===== src/rtl/stopwatch_pkg.sv =====
`default_nettype none
// ============================================================================
// Module      : stopwatch_pkg
// Description : Shared types and constants for the stopwatch control block:
//               FSM state encoding, button event encoding, field limits and
//               a helper that flags the 59:59:99 saturation point.
// Ports       : none (package)
// Revision    : 1.0 - initial release
// ============================================================================
package stopwatch_pkg;

  // State codes are visible on the state output, so values are fixed.
  typedef enum logic [2:0] {
    ST_IDLE = 3'd0,  // paused, cleared
    ST_RUN  = 3'd1,  // counting
    ST_STOP = 3'd2,  // paused, nonzero
    ST_LAP  = 3'd3,  // counting, display frozen on lap split
    ST_SAT  = 3'd4   // paused at 59:59:99
  } sw_state_t;

  // Single winning button event per cycle after priority resolution.
  typedef enum logic [2:0] {
    EV_NONE  = 3'd0,
    EV_CLEAR = 3'd1,
    EV_LOAD  = 3'd2,
    EV_START = 3'd3,
    EV_LAP   = 3'd4
  } sw_event_t;

  localparam logic [6:0] MAX_MM  = 7'd59;
  localparam logic [6:0] MAX_SS  = 7'd59;
  localparam logic [6:0] MAX_MS  = 7'd99;
  localparam logic [3:0] LAP_MAX = 4'd15;

  // True when the live time sits exactly on the last representable value.
  function automatic logic is_saturated(input logic [6:0] mm,
                                        input logic [6:0] ss,
                                        input logic [6:0] ms);
    return (mm == MAX_MM) && (ss == MAX_SS) && (ms == MAX_MS);
  endfunction

endpackage
`default_nettype wire


===== src/rtl/stopwatch_ctrl_btn_edge.sv =====
`default_nettype none
// ============================================================================
// Module      : btn_edge
// Description : Rising-edge detector for one debounced button level. Emits a
//               one-cycle press pulse on the first high sample after a low.
// Ports       : clk   - system clock
//               rst   - synchronous active-high reset (clears previous level)
//               level - debounced button level
//               press - one-cycle pulse, level & ~previous level
// Revision    : 1.0 - initial release
// ============================================================================
module btn_edge (
  input  logic clk,
  input  logic rst,
  input  logic level,
  output logic press
);

  logic prev_level;

  always_ff @(posedge clk) begin
    if (rst) begin
      prev_level <= 1'b0;
    end else begin
      prev_level <= level;
    end
  end

  // A held button produces a single pulse; a new press needs a low sample.
  assign press = level & ~prev_level;

endmodule
`default_nettype wire


===== src/rtl/stopwatch_ctrl.sv =====
`default_nettype none
// ============================================================================
// Module      : stopwatch_ctrl
// Description : Stopwatch control FSM. Turns four debounced button levels
//               into ticker PAUSE / LOAD / clear strobes, detects saturation
//               at 59:59:99, captures lap splits and selects live or frozen
//               time for the display.
// Ports       : clk_2MHz, reset          - clock, sync active-high reset
//               btn_start/lap/clear/load - debounced button levels
//               curMM, curSS, curMS      - live ticker time
//               PAUSE                    - 1 = ticker holds count
//               LOAD                     - one-cycle preset load strobe
//               tick_clr                 - one-cycle ticker clear strobe
//               dispMM, dispSS, dispMS   - time shown on the display
//               lap_count                - splits taken, saturates at 15
//               state                    - current FSM state code
// Revision    : 1.0 - initial release
// ============================================================================
module stopwatch_ctrl
  import stopwatch_pkg::*;
(
  input  logic       clk_2MHz,
  input  logic       reset,
  input  logic       btn_start,
  input  logic       btn_lap,
  input  logic       btn_clear,
  input  logic       btn_load,
  input  logic [6:0] curMM,
  input  logic [6:0] curSS,
  input  logic [6:0] curMS,
  output logic       PAUSE,
  output logic       LOAD,
  output logic       tick_clr,
  output logic [6:0] dispMM,
  output logic [6:0] dispSS,
  output logic [6:0] dispMS,
  output logic [3:0] lap_count,
  output logic [2:0] state
);

  // --------------------------------------------------------------------------
  // Button edge detection
  // --------------------------------------------------------------------------
  logic press_start;
  logic press_lap;
  logic press_clear;
  logic press_load;

  btn_edge u_edge_start (.clk(clk_2MHz), .rst(reset), .level(btn_start), .press(press_start));
  btn_edge u_edge_lap   (.clk(clk_2MHz), .rst(reset), .level(btn_lap),   .press(press_lap));
  btn_edge u_edge_clear (.clk(clk_2MHz), .rst(reset), .level(btn_clear), .press(press_clear));
  btn_edge u_edge_load  (.clk(clk_2MHz), .rst(reset), .level(btn_load),  .press(press_load));

  // --------------------------------------------------------------------------
  // Priority resolution: only the highest-ranked press is considered; lower
  // ones in the same cycle are discarded even if the winner is ignored.
  // --------------------------------------------------------------------------
  sw_event_t event_sel;

  always_comb begin
    event_sel = EV_NONE;
    if (press_clear) begin
      event_sel = EV_CLEAR;
    end else if (press_load) begin
      event_sel = EV_LOAD;
    end else if (press_start) begin
      event_sel = EV_START;
    end else if (press_lap) begin
      event_sel = EV_LAP;
    end
  end

  // --------------------------------------------------------------------------
  // FSM
  // --------------------------------------------------------------------------
  sw_state_t fsm_state;
  sw_state_t state_nxt;
  logic      load_nxt;
  logic      clr_nxt;
  logic      lap_capture;
  logic      event_acted;
  logic      running;
  logic      at_max;

  assign running = (fsm_state == ST_RUN) || (fsm_state == ST_LAP);
  assign at_max  = is_saturated(curMM, curSS, curMS);

  always_ff @(posedge clk_2MHz) begin
    if (reset) begin
      fsm_state <= ST_IDLE;
    end else begin
      fsm_state <= state_nxt;
    end
  end

  always_comb begin
    state_nxt   = fsm_state;
    load_nxt    = 1'b0;
    clr_nxt     = 1'b0;
    lap_capture = 1'b0;
    event_acted = 1'b0;

    case (event_sel)
      EV_CLEAR: begin
        state_nxt   = ST_IDLE;
        clr_nxt     = 1'b1;
        event_acted = 1'b1;
      end
      EV_LOAD: begin
        // Loading a running ticker would corrupt the count; only paused states.
        if ((fsm_state == ST_IDLE) || (fsm_state == ST_STOP) || (fsm_state == ST_SAT)) begin
          state_nxt   = ST_STOP;
          load_nxt    = 1'b1;
          event_acted = 1'b1;
        end
      end
      EV_START: begin
        case (fsm_state)
          ST_IDLE, ST_STOP: begin
            state_nxt   = ST_RUN;
            event_acted = 1'b1;
          end
          ST_RUN, ST_LAP: begin
            state_nxt   = ST_STOP;
            event_acted = 1'b1;
          end
          default: ;
        endcase
      end
      EV_LAP: begin
        if (running) begin
          state_nxt   = ST_LAP;
          lap_capture = 1'b1;
          event_acted = 1'b1;
        end
      end
      default: ;
    endcase

    // A press that actually does something wins over saturation.
    if (!event_acted && running && at_max) begin
      state_nxt = ST_SAT;
    end

    // Recover from any unused encoding.
    if (!(fsm_state inside {ST_IDLE, ST_RUN, ST_STOP, ST_LAP, ST_SAT})) begin
      state_nxt = ST_IDLE;
    end
  end

  // --------------------------------------------------------------------------
  // Registered strobes, lap registers and lap counter
  // --------------------------------------------------------------------------
  logic [6:0] lap_mm;
  logic [6:0] lap_ss;
  logic [6:0] lap_ms;
  logic [3:0] lap_cnt;
  logic       load_q;
  logic       clr_q;

  always_ff @(posedge clk_2MHz) begin
    if (reset) begin
      load_q  <= 1'b0;
      clr_q   <= 1'b0;
      lap_mm  <= 7'd0;
      lap_ss  <= 7'd0;
      lap_ms  <= 7'd0;
      lap_cnt <= 4'd0;
    end else begin
      // Clear and load come from mutually exclusive events, so the two
      // strobes can never be high together.
      load_q <= load_nxt;
      clr_q  <= clr_nxt;
      if (clr_nxt) begin
        lap_mm  <= 7'd0;
        lap_ss  <= 7'd0;
        lap_ms  <= 7'd0;
        lap_cnt <= 4'd0;
      end else if (lap_capture) begin
        lap_mm <= curMM;
        lap_ss <= curSS;
        lap_ms <= curMS;
        if (lap_cnt != LAP_MAX) begin
          lap_cnt <= lap_cnt + 4'd1;
        end
      end
    end
  end

  // --------------------------------------------------------------------------
  // Outputs
  // --------------------------------------------------------------------------
  assign LOAD      = load_q;
  assign tick_clr  = clr_q;
  assign PAUSE     = ~running;
  assign lap_count = lap_cnt;
  assign state     = fsm_state;

  // Out-of-range live values pass straight through to the display.
  always_comb begin
    dispMM = curMM;
    dispSS = curSS;
    dispMS = curMS;
    if (fsm_state == ST_LAP) begin
      dispMM = lap_mm;
      dispSS = lap_ss;
      dispMS = lap_ms;
    end
  end

endmodule
`default_nettype wire


===== config.mk =====
export PLATFORM = sky130hd
export DESIGN_NAME = stopwatch_ctrl
export DESIGN_NICKNAME = d
export VERILOG_FILES = /design/src/rtl/stopwatch_pkg.sv /design/src/rtl/stopwatch_ctrl_btn_edge.sv /design/src/rtl/stopwatch_ctrl.sv
export SDC_FILE = /design/constraint.sdc
export NUM_CORES = 1
export LEC_CHECK = 0
export ABC_AREA = 1
export BUFFER_PORTS_ARGS = -buffer_cell sky130_fd_sc_hd__buf_2
export CAP_MARGIN = 15
export CORE_MARGIN = 3
export CORE_UTILIZATION = 45
export CTS_CLUSTER_SIZE = 24
export DETAILED_ROUTE_END_ITERATION = 8
export GPL_TIMING_DRIVEN = 0
export PLACE_DENSITY = 0.83
export SKIP_CTS_REPAIR_TIMING = 1
export SLEW_MARGIN = 40
export SYNTH_ARGS = -nofsm -noshare
export SYNTH_HDL_FRONTEND = slang
export SYNTH_SLANG_ARGS = --single-unit

===== constraint.sdc =====
create_clock -name clk_2MHz -period 3.9 [get_ports clk_2MHz]
set_input_delay 0.975 -clock clk_2MHz [delete_from_list [all_inputs] [get_ports clk_2MHz]]
set_output_delay 0.975 -clock clk_2MHz [all_outputs]
set_load 0.1 [all_outputs]

### Word level (Yosys, flattened, before mapping)

Index checks and enable logic that the tools add are counted.

| storage, ports and cells | value |
|---|---|
| flip-flop bits (word level) | 34 |
| output and inout bits | 31 |

| cells by class | value |
|---|---|
| $add $sub $neg | 1 |
| bitwise gates (word level) | 11 |
| reduce and logical (&&, ||, !) cells | 22 |
| mux-type cells | 18 |
| equal/unequal tests | 18 |

Operators by type and width:

| kind | number |
|---|---|
| $mux W3 | 7 |
| $mux W7 | 3 |
| $eq A7 B6 Y1 const B | 2 |
| $eq A3 B2 Y1 const B | 4 |
| $pmux W3 S4 | 1 |
| $reduce_bool A5 Y1 | 2 |
| $reduce_or A2 Y1 | 5 |
| $ne A3 B3 Y1 const B | 3 |
| $ne A4 B4 Y1 const B | 2 |
| $reduce_and A4 Y1 | 2 |
| $eq A7 B7 Y1 const B | 1 |
| $not A1 Y1 | 7 |
| $eq A3 B1 Y1 const B | 2 |
| $eq A3 B3 Y1 const B | 2 |
| $pmux W3 S2 | 1 |
| $mux W1 | 5 |
| $add A4 B1 Y4 const B | 1 |
| $and A1 B1 Y1 | 4 |
| $logic_and A1 B1 Y1 | 4 |
| $ne A2 B2 Y1 const B | 2 |
| $pmux W1 S4 | 1 |
| $reduce_bool A4 Y1 | 1 |
| $reduce_or A4 Y1 | 1 |
| $logic_not A3 Y1 | 1 |
| other kinds (4) | 6 |

### Logic depth before layout (Yosys ltp)

| depth | value |
|---|---|
| depth after elaboration | 13 |
| mapped depth | 9 |

### Hierarchy

Synthesis repeated with hierarchy kept, for this count alone.

| unflattened totals | value |
|---|---|
| cells, all modules | 240 |
| area, all modules | 1724.2 um^2 |

Modules (own cells, without submodules):

| module | cells an instance | times used | area each (um^2) |
|---|---|---|---|
| stopwatch_ctrl | 224 | 1 | 1599.0 |
| btn_edge | 4 | 4 | 31.3 |

### Worst setup path after synthesis

Ideal clock, no wire load.

| path | value |
|---|---|
| path type | flip-flop to output port |
| start | register fsm_state[0], in the netlist state[0] |
| end | output port dispMM[2] |
| stages on the path, launching flop included | 6 |
| path slack | -0.471 ns |
| path buffers | 1 |
| data arrival time | 3.396 ns |
| cell sequence | dfxtp_1 > nand2_4 > inv_4 > nand2_4 > buf_2 > a21oi_1 |

| on the way | value |
|---|---|
| word-level cells in the longest chain between the ends | 2 |

Ends and longest elaborated chain:

| item | line | text |
|---|---|---|
| start: declaration | stopwatch_ctrl.sv:76 | `sw_state_t fsm_state;` |
| start signal: assignment | stopwatch_ctrl.sv:92 | `fsm_state <= state_nxt;` |
| $eq A3 B2 Y1 | stopwatch_ctrl.sv:204 | `if (fsm_state == ST_LAP) begin` |
| $mux W7 | stopwatch_ctrl.sv:204 |  |
| end: declaration | stopwatch_ctrl.sv:34 | `output logic [6:0] dispMM,` |

No other way between the ends.

### Final worst setup path

| path | value |
|---|---|
| start | register fsm_state[2], in the netlist state[2] |
| end | output port dispMM[2] |

The elaborated chain is that of the path after synthesis.

==> metrics.txt <==
outcome=completed; routability cong.=around 0.85; fmax=roughly 0.35 GHz; Die X=approximately 70 µm; # setup viols final=0; Critical Path Fanout Max=10; Synth area leaders=dfxtp_1 (38%), nor2_1 (12%), mux2_4 (6.8%), nand2_1 (6.1%), a21oi_1 (5.6%); Skew-Pair Late Insertion Delay=between 200 and 300 ps; largest net degree at the start of global routing=12; Worst slew margin=67.6%; Root Driver=clkbuf_8; residual DRC count=0; Setup Crit Path Kind=reg -> out; Reg power frac=38.3%; initial core utilization=~47%; Pwr Total=approximately 940 µW; clock tree from TritonCTS=yes; area growth from synthesis to layout=25.5%; Non-Filler Instances=351; Avg Vias per Cell=~5; Worst setup EP type=primary output; max-cap viol count=0; Peak supply drop=between 300 and 400 µV; core box area=~3700 µm²; Final #Nets=330; clk_skew=around 5.4 ps; DRT iter0 DRCs=83; Mean Syn Cell Area=approximately 7.5 µm²; Switching Share=36.3%; Buffers on Ports=57; synthesized area=about 1800 µm²; sequential area share after synthesis=38.3%; Final period util=73.7%; Power Dens Cells=roughly 420 nW/µm²; synth unique cells=28; HP Class=reg -> reg; CP Data Arrival Time=1900 ps; H-Tree Depth=2; unrepaired setup endpoints after global routing=false; Detailed Route WL=just over 4000 µm; WP data required=~2900 ps; Gate Count Post-Synth=238; Int Power=roughly 600 µW; I/O Pins=58; DPL Wire Length=3060 µm; final hold viol count=0; placed cell area=between 2000 and 2500 µm²; first-pass GRT wire length=~6500 µm; core utilization of the finished layout=between 50% and 60%; Ant. Diodes=0; post-route cell area=about 2200 µm²; Clock transition at path regs=roughly 70 ps; Synthesized Nets=about 270; gr usage total=18.5%; Final min period=between 2000 and 3000 ps; initial antenna violation count=0; clk buf depth=2; Clock Sinks=34; vias in the first global route=roughly 1500; Final ANT Viol Nets=0; Psw=about 340 µW; yosys warns=0; Die ar.=between 4000 and 5000 µm²; largest area contributor in the netlist=dfxtp_1; clock group share of total power=approximately 34%; combinational power share=between 20% and 30%; Inst Count DP=roughly 340; Vias=approximately 1800; hold slack=around 480 ps; Startpoint Class=flop; flops & latches, synth=34; Least-Margin Pin Slew=between 400 and 500 ps; Final Max Tran Viols=0; TritonRoute pass-1 iters=4; FP Rows=22; grt total ovfl=0; layout cell share with drive strength beyond 1=around a third; top-area cell type share of the netlist area=roughly two fifths; Static Leakage=about 0.0011 µW; CTS Buf Count=5; die height=about 69 µm; Routed WL per cell=between 10 and 15 µm
[per-stage QoR]
stage | TNS [ps] | worst slack, ps
after CTS | 0 | 1020
after global routing | 0 | 941
after detailed placement | 0 | 1230
after floorplan | -2830 | -471
after global placement | 0 | 1210
final | 0 | 1020
[Yosys cell counts]
library cell	n
nor2_1	59
dfxtp_1	34
nand2_1	29
a21oi_1	20
o21ai_0	20
inv_1	16
nand3_1	12
mux2_4	8
mux2_2	7
buf_2	3
nand2_4	3
nor3_1	3
buf_4	2
buf_6	2
inv_2	2
inv_4	2
nand2_2	2
nand4_1	2
nor2_4	2
o21ai_1	2
a31oi_1	1
clkbuf_1	1
clkinv_1	1
ha_1	1
nand3_4	1
nand3b_1	1
xnor2_1	1
xor2_1	1
[registers in the layout, indices dropped and copies added (netlist names)]
register	flops
lap_mm	7
lap_ms	7
lap_ss	7
lap_count	4
state	3
LOAD	1
tick_clr	1
u_edge_clear.prev_level	1
u_edge_lap.prev_level	1
u_edge_load.prev_level	1
u_edge_start.prev_level	1
[logic make-up after synthesis]
family	after synthesis	share of synthesized area, %
mux	15	11.2
flops	34	38.3
compound gates	43	12.2
fa+ha+maj	1	0.704
xor+xnor	2	0.985
buf+inv	29	7.88
simple gates	114	28.8
[path summary, 6_finish.rpt]
check / startpoint / endpoint / slack (ps) / cells past startpoint
worst min register to register: lap_ms[0] / lap_ms[0] / 480 / 2
worst min-delay path: lap_ms[0] / lap_ms[0] / 480 / 2
worst max register to register: state[1] / state[0] / 2550 / 6
worst max-delay path: state[2] / dispMM[2] / 1020 / 8
[per-layer routing]
metal / vias to the layer above / track usage [%] / wire length [µm] / part of all wire, %
met5: - / 0 / 0 / 0
met4: 0 / 8.03 / 63 / 1.5
met3: 5 / 5.83 / 306 / 7.4
met2: 56 / 30.0 / 1880 / 46
met1: 792 / 22.3 / 1870 / 45
li1: 903 / - / - / -
[placed cells by master, fill, tap and decap left out, types with 3 or more instances in the layout]
cell	n
o21ai_0	20
nand2_4	3
nor3_1	3
clkbuf_8	5
nand2_1	29
dfxtp_1	34
mux2_4	8
a21oi_1	20
nand3_1	12
mux2_2	7
buf_2	60
inv_1	16
nor2_1	59
[power by group through the flow]
stage | Clock (µW) | Combinational [µW] | Sequential (µW)
6_report | 316 | 264 | 360
5_1_grt | 339 | 279 | 361
4_1_cts | 323 | 264 | 360
3_5_place_dp | 0 | 263 | 368
3_3_place_gp | 0 | 261 | 368
2_1_floorplan | 0 | 193 | 391
[final cells by class]
type	instances	area, µm²
inverters	21	83.8
clock inverters	3	40.0
plain buffers	8	56.3
clock buffers	5	68.8
fillers	373	1510
multi-input cells	175	957
repair buffers	57	285
well taps	48	60.1
flip-flops and latches	34	681
[worst max-delay path, stage by stage, from the launching register on]
cell	delay [ps]
dfxtp_1	380
inv_2	80
nand2_4	90
inv_4	60
nand2_4	120
buf_2	230
nor2_1	60
a21oi_1	140
buf_2	450
Note: power is estimated with default switching activity, not from simulation.
